==> config.mk <==
export PLATFORM = sky130hd
export DESIGN_NAME = lcd_timing_ctrl_flat
export DESIGN_NICKNAME = d
export VERILOG_FILES = /design/src/rtl/lcd_timing_ctrl_if.sv /design/src/rtl/lcd_timing_ctrl.sv /design/src/flat_wrapper.sv
export SDC_FILE = /design/constraint.sdc
export NUM_CORES = 1
export LEC_CHECK = 0
export BUFFER_PORTS_ARGS = -buffer_cell sky130_fd_sc_hd__buf_2
export CORE_ASPECT_RATIO = 1.25
export CORE_UTILIZATION = 25
export DETAILED_ROUTE_END_ITERATION = 16
export GPL_TIMING_DRIVEN = 0
export PLACE_DENSITY = 0.5
export SYNTH_ARGS = -nofsm -noshare
export SYNTH_HDL_FRONTEND = slang
export SYNTH_SLANG_ARGS = --single-unit
==> constraint.sdc <==
create_clock -name clk -period 15.2 [get_ports clk]
set_input_delay 0 -clock clk [delete_from_list [all_inputs] [get_ports clk]]
set_output_delay 0 -clock clk [all_outputs]
set_load 0.05 [all_outputs]
==> src/rtl/lcd_timing_ctrl_if.sv <==
// rtl/lcd_timing_ctrl_if.sv - control, config and video bus of lcd_timing_ctrl
// Optional frame_cnt signal exists only when LCD_TIMING_FRAME_CNT_EN is defined.
interface lcd_timing_ctrl_if #(
    parameter int CNT_W = 12
);
    logic             en;
    logic             cfg_wr;
    logic [2:0]       cfg_addr;
    logic [CNT_W-1:0] cfg_wdata;
    logic             cfg_pending;
    logic             req;
    logic [CNT_W-1:0] req_x;
    logic [CNT_W-1:0] req_y;
    logic             lcd_hs;
    logic             lcd_vs;
    logic             lcd_de;
    logic             line_start;
    logic             frame_start;
`ifdef LCD_TIMING_FRAME_CNT_EN
    logic [15:0]      frame_cnt;
`endif

    modport master (
        output en, cfg_wr, cfg_addr, cfg_wdata,
        input  cfg_pending, req, req_x, req_y, lcd_hs, lcd_vs, lcd_de,
               line_start, frame_start
`ifdef LCD_TIMING_FRAME_CNT_EN
        , input frame_cnt
`endif
    );

    modport slave (
        input  en, cfg_wr, cfg_addr, cfg_wdata,
        output cfg_pending, req, req_x, req_y, lcd_hs, lcd_vs, lcd_de,
               line_start, frame_start
`ifdef LCD_TIMING_FRAME_CNT_EN
        , output frame_cnt
`endif
    );
endinterface

==> src/rtl/lcd_timing_ctrl.sv <==
// rtl/lcd_timing_ctrl.sv - reconfigurable LCD timing generator with prefetch request stage
// Define LCD_TIMING_FRAME_CNT_EN to add the frame_cnt output.
module lcd_timing_ctrl #(
    parameter int CNT_W    = 12,
    parameter int H_VIS_D  = 800,
    parameter int H_FP_D   = 40,
    parameter int H_SYNC_D = 4,
    parameter int H_BP_D   = 36,
    parameter int V_VIS_D  = 480,
    parameter int V_FP_D   = 12,
    parameter int V_SYNC_D = 4,
    parameter int V_BP_D   = 16,
    parameter int HS_ACT   = 0,
    parameter int VS_ACT   = 0,
    parameter int PREFETCH = 2
) (
    input logic              clk,
    input logic              rst_n,
    lcd_timing_ctrl_if.slave bus
);
    typedef logic [CNT_W-1:0] cnt_t;

    localparam logic HS_ON = (HS_ACT != 0);
    localparam logic VS_ON = (VS_ACT != 0);

    function automatic cnt_t reset_val(input int i);
        case (i)
            0:       return cnt_t'(H_VIS_D);
            1:       return cnt_t'(H_FP_D);
            2:       return cnt_t'(H_SYNC_D);
            3:       return cnt_t'(H_BP_D);
            4:       return cnt_t'(V_VIS_D);
            5:       return cnt_t'(V_FP_D);
            6:       return cnt_t'(V_SYNC_D);
            default: return cnt_t'(V_BP_D);
        endcase
    endfunction

    cnt_t shadow [8];
    cnt_t active [8];
    cnt_t h_cnt, v_cnt;
    cnt_t req_x, req_y;
    logic pending;
    // Index 0 is the request stage, index PREFETCH drives the panel.
    logic [PREFETCH:0] p_hs, p_vs, p_de, p_ls, p_fs;
`ifdef LCD_TIMING_FRAME_CNT_EN
    logic [15:0] frame_cnt;
`endif

    cnt_t h_tot, v_tot, h_beg, v_beg, h_fin, v_fin, wdata_fix;
    logic h_end, v_end, h_in, v_in;

    always_comb begin
        h_beg = active[2] + active[3];
        v_beg = active[6] + active[7];
        h_fin = h_beg + active[0];
        v_fin = v_beg + active[4];
        h_tot = h_fin + active[1];
        v_tot = v_fin + active[5];
        h_end = (h_cnt == h_tot - cnt_t'(1));
        v_end = (v_cnt == v_tot - cnt_t'(1));
        h_in  = (h_cnt >= h_beg) && (h_cnt < h_fin);
        v_in  = (v_cnt >= v_beg) && (v_cnt < v_fin);
        // Visible sizes and sync widths of zero would collapse the timing; clamp to 1.
        wdata_fix = (bus.cfg_wdata == '0 && !bus.cfg_addr[0]) ? cnt_t'(1) : bus.cfg_wdata;
    end

    always_ff @(posedge clk or negedge rst_n) begin
        if (!rst_n) begin
            h_cnt   <= '0;
            v_cnt   <= '0;
            pending <= 1'b0;
            for (int i = 0; i < 8; i++) begin
                shadow[i] <= reset_val(i);
                active[i] <= reset_val(i);
            end
            p_hs  <= {(PREFETCH+1){~HS_ON}};
            p_vs  <= {(PREFETCH+1){~VS_ON}};
            p_de  <= '0;
            p_ls  <= '0;
            p_fs  <= '0;
            req_x <= '0;
            req_y <= '0;
`ifdef LCD_TIMING_FRAME_CNT_EN
            frame_cnt <= '0;
`endif
        end else begin
            if (bus.cfg_wr)
                shadow[bus.cfg_addr] <= wdata_fix;
            if (!bus.en) begin
                h_cnt   <= '0;
                v_cnt   <= '0;
                pending <= 1'b0;
                // Include this cycle's write so the restart never sees stale timing.
                for (int i = 0; i < 8; i++)
                    active[i] <= (bus.cfg_wr && bus.cfg_addr == 3'(i)) ? wdata_fix : shadow[i];
                p_hs  <= {(PREFETCH+1){~HS_ON}};
                p_vs  <= {(PREFETCH+1){~VS_ON}};
                p_de  <= '0;
                p_ls  <= '0;
                p_fs  <= '0;
                req_x <= '0;
                req_y <= '0;
`ifdef LCD_TIMING_FRAME_CNT_EN
                frame_cnt <= '0;
`endif
            end else begin
                h_cnt <= h_end ? '0 : h_cnt + cnt_t'(1);
                if (h_end)
                    v_cnt <= v_end ? '0 : v_cnt + cnt_t'(1);
                if (h_end && v_end) begin
                    for (int i = 0; i < 8; i++)
                        active[i] <= shadow[i];
                    pending <= bus.cfg_wr;
                end else if (bus.cfg_wr) begin
                    pending <= 1'b1;
                end
                p_hs[0] <= (h_cnt < active[2]) ? HS_ON : ~HS_ON;
                p_vs[0] <= (v_cnt < active[6]) ? VS_ON : ~VS_ON;
                p_de[0] <= h_in && v_in;
                p_ls[0] <= (h_cnt == '0);
                p_fs[0] <= (h_cnt == '0) && (v_cnt == '0);
                req_x   <= (h_in && v_in) ? h_cnt - h_beg : '0;
                req_y   <= (h_in && v_in) ? v_cnt - v_beg : '0;
                p_hs[PREFETCH:1] <= p_hs[PREFETCH-1:0];
                p_vs[PREFETCH:1] <= p_vs[PREFETCH-1:0];
                p_de[PREFETCH:1] <= p_de[PREFETCH-1:0];
                p_ls[PREFETCH:1] <= p_ls[PREFETCH-1:0];
                p_fs[PREFETCH:1] <= p_fs[PREFETCH-1:0];
`ifdef LCD_TIMING_FRAME_CNT_EN
                // Counts on the edge that loads frame_start, so both appear together.
                frame_cnt <= frame_cnt + 16'(p_fs[PREFETCH-1]);
`endif
            end
        end
    end

    assign bus.cfg_pending = pending;
    assign bus.req         = p_de[0];
    assign bus.req_x       = req_x;
    assign bus.req_y       = req_y;
    assign bus.lcd_hs      = p_hs[PREFETCH];
    assign bus.lcd_vs      = p_vs[PREFETCH];
    assign bus.lcd_de      = p_de[PREFETCH];
    assign bus.line_start  = p_ls[PREFETCH];
    assign bus.frame_start = p_fs[PREFETCH];
`ifdef LCD_TIMING_FRAME_CNT_EN
    assign bus.frame_cnt   = frame_cnt;
`endif
endmodule
==> src/flat_wrapper.sv <==
// flat-port wrapper written by rule: the top's interface ports become plain ports
module lcd_timing_ctrl_flat 
#(
    parameter int CNT_W    = 12,
    parameter int H_VIS_D  = 800,
    parameter int H_FP_D   = 40,
    parameter int H_SYNC_D = 4,
    parameter int H_BP_D   = 36,
    parameter int V_VIS_D  = 480,
    parameter int V_FP_D   = 12,
    parameter int V_SYNC_D = 4,
    parameter int V_BP_D   = 16,
    parameter int HS_ACT   = 0,
    parameter int VS_ACT   = 0,
    parameter int PREFETCH = 2
)
  (clk, rst_n, bus_en, bus_cfg_wr, bus_cfg_addr, bus_cfg_wdata, bus_cfg_pending, bus_req, bus_req_x, bus_req_y, bus_lcd_hs, bus_lcd_vs, bus_lcd_de, bus_line_start, bus_frame_start);
  lcd_timing_ctrl_if #(.CNT_W(CNT_W)) bus_i ();
  input logic clk;
  input logic rst_n;
  input wire logic [$bits(bus_i.en)-1:0] bus_en;
  input wire logic [$bits(bus_i.cfg_wr)-1:0] bus_cfg_wr;
  input wire logic [$bits(bus_i.cfg_addr)-1:0] bus_cfg_addr;
  input wire logic [$bits(bus_i.cfg_wdata)-1:0] bus_cfg_wdata;
  output wire logic [$bits(bus_i.cfg_pending)-1:0] bus_cfg_pending;
  output wire logic [$bits(bus_i.req)-1:0] bus_req;
  output wire logic [$bits(bus_i.req_x)-1:0] bus_req_x;
  output wire logic [$bits(bus_i.req_y)-1:0] bus_req_y;
  output wire logic [$bits(bus_i.lcd_hs)-1:0] bus_lcd_hs;
  output wire logic [$bits(bus_i.lcd_vs)-1:0] bus_lcd_vs;
  output wire logic [$bits(bus_i.lcd_de)-1:0] bus_lcd_de;
  output wire logic [$bits(bus_i.line_start)-1:0] bus_line_start;
  output wire logic [$bits(bus_i.frame_start)-1:0] bus_frame_start;
  assign bus_i.en = bus_en;
  assign bus_i.cfg_wr = bus_cfg_wr;
  assign bus_i.cfg_addr = bus_cfg_addr;
  assign bus_i.cfg_wdata = bus_cfg_wdata;
  assign bus_cfg_pending = bus_i.cfg_pending;
  assign bus_req = bus_i.req;
  assign bus_req_x = bus_i.req_x;
  assign bus_req_y = bus_i.req_y;
  assign bus_lcd_hs = bus_i.lcd_hs;
  assign bus_lcd_vs = bus_i.lcd_vs;
  assign bus_lcd_de = bus_i.lcd_de;
  assign bus_line_start = bus_i.line_start;
  assign bus_frame_start = bus_i.frame_start;
  lcd_timing_ctrl #(.CNT_W(CNT_W), .H_VIS_D(H_VIS_D), .H_FP_D(H_FP_D), .H_SYNC_D(H_SYNC_D), .H_BP_D(H_BP_D), .V_VIS_D(V_VIS_D), .V_FP_D(V_FP_D), .V_SYNC_D(V_SYNC_D), .V_BP_D(V_BP_D), .HS_ACT(HS_ACT), .VS_ACT(VS_ACT), .PREFETCH(PREFETCH)) u_core (.clk(clk), .rst_n(rst_n), .bus(bus_i));
endmodule
=== Word-level counts from Yosys, hierarchy flattened ===
Cells that the tools add are included.

* Add/sub/neg operators: 12
* Order comparisons: 8
* Equal/unequal tests: 12
* Muxes and demuxes: 33
* Bitwise gates (word level): 1
* Reductions and logical operators: 20

{| class="wikitable"
|+ Operators with widths
! cell !! count
|-
| 12-bit two-way mux || 19
|-
| 96-bit two-way mux || 2
|-
| 96-bit bitwise mux || 1
|-
| 12-bit adder || 6
|-
| 12-bit less-than comparator || 4
|-
| 12-bit demux with 3-bit select || 1
|-
| 12-bit logical NOT || 3
|-
| 12-bit by 1-bit adder with 12-bit output, second input constant || 2
|-
| 12-bit equality test || 2
|-
| 12-bit >= comparator || 2
|-
| 12-bit by 1-bit subtractor with 12-bit output, second input constant || 2
|-
| 12-bit subtractor || 2
|-
| 1-bit logical AND || 15
|-
| 3-bit two-way mux || 5
|-
| 3-bit equality test, second input constant || 4
|-
| 3-bit by 2-bit equality test with 1-bit output, second input constant || 2
|-
| 1-bit two-way mux || 5
|-
| 4-bit >= comparator, second input constant || 1
|-
| 4-bit by 1-bit less-than comparator with 1-bit output, second input constant || 1
|-
| 2-bit by 1-bit != test with 1-bit output, second input constant || 2
|-
| 3-bit NOT with 4-bit output || 1
|-
| 3-bit by 1-bit equality test with 1-bit output, second input constant || 1
|-
| 3-bit logical NOT || 1
|-
| 3-bit by 1-bit != test with 1-bit output, second input constant || 1
|-
| 1-bit logical NOT || 1
|}

* Register bits: 256
* Bits of input ports: 19
* Output and inout bits: 31

=== Longest topological paths before layout ===
* Word-level depth: 8
* Depth in mapped cells: 30
* Gate-level depth less buffers: 29

=== Worst setup path before layout ===
OpenSTA, ideal clock, no wires.

* Path type: register to register
* Start: reg u_core.active[60] (netlist bit)
* End: reg u_core.active[0] (netlist bit)
* Data arrival time: 6022 ps
* Slack: 9037 ps
* Cell stages (with the launch flop): 29
* Buffers on the path: 3
* Cells stage by stage: dfrtp_1 > ha_1 > inv_1 > fa_1 > nor2b_1 > o21ai_0 > a21boi_0 > o21ai_0 > a21boi_0 > o21a_1 > o21ai_0 > nor4bb_1 > or3_1 > ha_1 > mux2_2 > a311oi_1 > ha_1 > inv_1 > ha_1 > xor2_1 > or4_1 > o311ai_0 > nor3_1 > or4_1 > clkbuf_1 > clkbuf_1 > clkbuf_1 > o31ai_1 > a31oi_1

* Cells in the longest elaborated chain, start to end: 7

{| class="wikitable"
|+ RTL lines
! what !! RTL line !! source
|-
| start, declared || lcd_timing_ctrl.sv:40 || <nowiki>cnt_t active [8];</nowiki>
|-
| start signal, assigned by index || lcd_timing_ctrl.sv:75 || <nowiki>active[i] <= reset_val(i);</nowiki>
|-
| start signal, assigned by index || lcd_timing_ctrl.sv:96 || <nowiki>active[i] <= (bus.cfg_wr && bus.cfg_addr == 3'(i)) ? wdata_fix : shadow[i];</nowiki>
|-
| start signal, assigned by index || lcd_timing_ctrl.sv:113 || <nowiki>active[i] <= shadow[i];</nowiki>
|-
| 12-bit adder || lcd_timing_ctrl.sv:54 || <nowiki>h_beg = active[2] + active[3];</nowiki>
|-
| 12-bit adder || lcd_timing_ctrl.sv:56 || <nowiki>h_fin = h_beg + active[0];</nowiki>
|-
| 12-bit adder || lcd_timing_ctrl.sv:58 || <nowiki>h_tot = h_fin + active[1];</nowiki>
|-
| 12-bit by 1-bit subtractor with 12-bit output || lcd_timing_ctrl.sv:60 || <nowiki>h_end = (h_cnt == h_tot - cnt_t'(1));</nowiki>
|-
| 12-bit equality test || lcd_timing_ctrl.sv:60 ||
|-
| 1-bit logical AND || lcd_timing_ctrl.sv:111 || <nowiki>if (h_end && v_end) begin</nowiki>
|-
| 2-bit by 1-bit != test with 1-bit output (no line) || - ||
|}

Every way passes these cells.
A chain may end at the register's enable or synchronous reset.

=== Final worst setup path ===
* Start: reg u_core.active[60] (netlist bit)
* End: reg u_core.active[28] (netlist bit)

The elaborated chain is that of the path after synthesis.

==> impl_results.md <==
* Vias at 14200
* Fmax at 118 MHz
* RSZ-0062 raised after global routing: no
* Layout Area Growth over Synthesis at 13.5%
* WL/cell at 20.2 microns
* Initial antenna violation count at 5
* Die Width at 236 microns
* Setup TNS at 0 ns
* CTS tree: yes
* Layout Nets at 2059
* # Max-Cap Violations at 0
* Area leader, netlist: dfrtp_1
* Final slew viol count at 0
* Setup Skew at 0.0124 ns
* Arrival @ worst endpoint at 8.93 ns
* I/O Pins at 50
* DRT Pass-1 Iters at 6
* H-tree depth at 1
* Port buffer count at 49
* Synth unique cells at 77
* Final Cycle Share at 0.557
* Final min period at 8.46 ns
* Detail Placement HPWL at 42600 microns
* Fill cell count at 6997
* Reg clk slew, reported paths at 0.06 ns
* Worst skew pair latency at 0.56 ns
* Main area contributors after synthesis: dfrtp_1 32%, ha_1 11%, mux2_2 6.1%
* Placed cell count at 2705
* Crit path capture type: register
* Worst min path class: input pin to register
* Top fanout value on the critical path at 10
* Final antenna-violating net count at 0
* Status: finished clean
* Post-Syn Nets at 1972
* Synth warnings at 0
* Syn Area/Cell at 9.56 sq um
* Sequential share of the synthesized area at 0.377
* Clock buffer depth at 3
* Root Driver: clkbuf_16
* Asr flop ratio synth at 1.00
* Clock sinks at 256
* Critical path's top delay family: simple AND/OR/NAND/NOR gates
* CP max stage delay at 0.82 ns
* Critical path class: register to register
* Max transition margin at 0.157
* Synth Register Bits at 256
* Core Area at 67200 sq um
* Vias in the first global route at 14300
* FP Rows at 106
* Commonest non-fill, non-tap cell in the layout: dfrtp_1
* Primary FF master, synth: dfrtp_1
* Routability cong. at 0.881
* TritonCTS Buffers at 27
* Die Height at 294 microns
* DR DRC count at 0
* Post-CTS Resized at 0
* Critical path's slowest cell: nor4_2
* Top cell type's share of synthesized area at 0.319
* Largest net degree at the start of global routing at 123
* First-pass GRT wire length at 86200 microns
* Initial Util at 0.254
* Most frequent cells in the layout: 218 x dfrtp_1, 156 x nor2_1, 155 x ha_1, 137 x inv_1, 108 x nand4_1
* CP Launch Type: register
* Gr usage total at 0.160
* Worst-margin pin slew at 1.23 ns
* Worst EP required at 15.67 ns
* Synthesized cell area at 17100 sq um
* Cell mode on critical path: ha_1
* Endpoints failing setup at 0
* Via density at 5.13
* Area of the multi-input gates at 9660 sq um
* Layout Cells excl Fill at 2763
* DRT Wirelength at 55800 microns
* Layout cell share with drive strength beyond 1 at 0.145
* Bufs and invs on worst path at 4
* Die footprint at 69500 sq um
* Gr ovfl total at 0
* EDFF count, synth at 0
* Final Hold Fails at 0
* Synth Instances at 1790
* FF/Latch Area at 6450 sq um
* Starting DRT DRC Count at 694
[flip-flops by register name, summed over array words and instances, names as in the netlist]
name / count
u_core.active: 96
u_core.shadow: 96
u_core.bus.req_x: 12
u_core.bus.req_y: 12
u_core.h_cnt: 12
u_core.v_cnt: 12
u_core.p_de: 3
u_core.p_fs: 3
u_core.p_hs: 3
u_core.p_ls: 3
u_core.p_vs: 3
u_core.bus.cfg_pending: 1
[layout make-up]
type,count,share of cell area
buffer,111,0.0254
clock inverter,4,0.00116
timing repair buffer,58,0.0201
antenna,2,0.000258
inverter,137,0.0265
multi-input combinational,1286,0.498
tap,864,0.0557
clock buffer,45,0.0409
sequential,256,0.332
[metrics by stage]
| step | utilization | setup slack (ns) | hold slack (ns) | cell area [sq um] |
|---|---|---|---|---|
| after CTS | 0.289 | 6.86 | 0.0148 | 19400 |
| after global placement | 0.274 | 6.52 | 0.414 | 18400 |
| after floorplan | - | 9.04 | -0.296 | 17100 |
| after global routing | 0.289 | 6.34 | 0.0154 | 19400 |
| after detailed placement | 0.275 | 6.88 | -0.00681 | 18500 |
| final | 0.289 | 6.74 | 0.0337 | 19400 |
[path summary, 6_finish.rpt]
path | slack, ns | depth (start not counted) | end | startpoint
worst max-delay path | 6.74 | 27 | u_core.active[28] | u_core.active[60]
worst min-delay path | 0.03 | 3 | u_core.shadow[62] | bus_cfg_addr[2]
worst max register to register | 6.74 | 27 | u_core.active[28] | u_core.active[60]
worst min register to register | 0.46 | 1 | u_core.p_de[2] | u_core.p_de[1]
max in group asynchronous | 13.86 | 4 | u_core.active[80] | rst_n
min in group asynchronous | 0.46 | 3 | u_core.shadow[19] | rst_n
[cell families (layout without fill, tap and decap cells)]
kind of cell | Yosys count | in the layout | synth area share
mux | 94 | 94 | 0.0625
buf+inv | 248 | 355 | 0.0589
flops | 256 | 256 | 0.377
other cells | 0 | 2 | 0
compound gates | 423 | 423 | 0.169
xor+xnor | 106 | 106 | 0.0555
simple gates | 498 | 498 | 0.153
fa+ha+maj | 165 | 165 | 0.124
[Yosys cell counts (7+ instances only)]
cell type and instances:
or4_1 8, and2_1 10, a21boi_0 9, nand2_1 48, mux2_2 92, a21o_1 27
nor2b_1 11, ha_1 155, nand4_1 108, nor3_1 30, o21a_1 17, dfrtp_1 218
and3_1 11, or2_2 7, nor2_1 156, nor4_1 34, xor2_1 39, a211oi_1 10
buf_2 28, xnor2_1 65, a31oi_1 104, nand2b_1 18, dfstp_2 38, o31ai_1 100
o211ai_1 8, o21ai_0 45, inv_1 137, clkbuf_1 75, or3_1 8, nand3_1 23
fa_1 8, a21oi_1 55
[per-layer routing]
layer  track usage  vias to the layer above  wire length [microns]
met1         0.200                     6923                  24100
met3        0.0229                       92                   2710
met4        0.0552                        6                   1880
li1              -                     6769                      -
met5             0                        -                     36
met2         0.280                      382                  27100
[tightest hold or removal path, stage by stage]
cell and delay, ns:
buf_2 0.14, nor3b_1 0.15, mux2_2 0.27
[timing repair]
action	4_1_cts	5_1_grt
endpoints found under the hold margin	179	0
hold buffers	7	0
buffers inserted	0	0
Power is left out: the tool's default activity adds up to more than one toggle a clock period on the data nets, which glitch-free logic cannot reach.
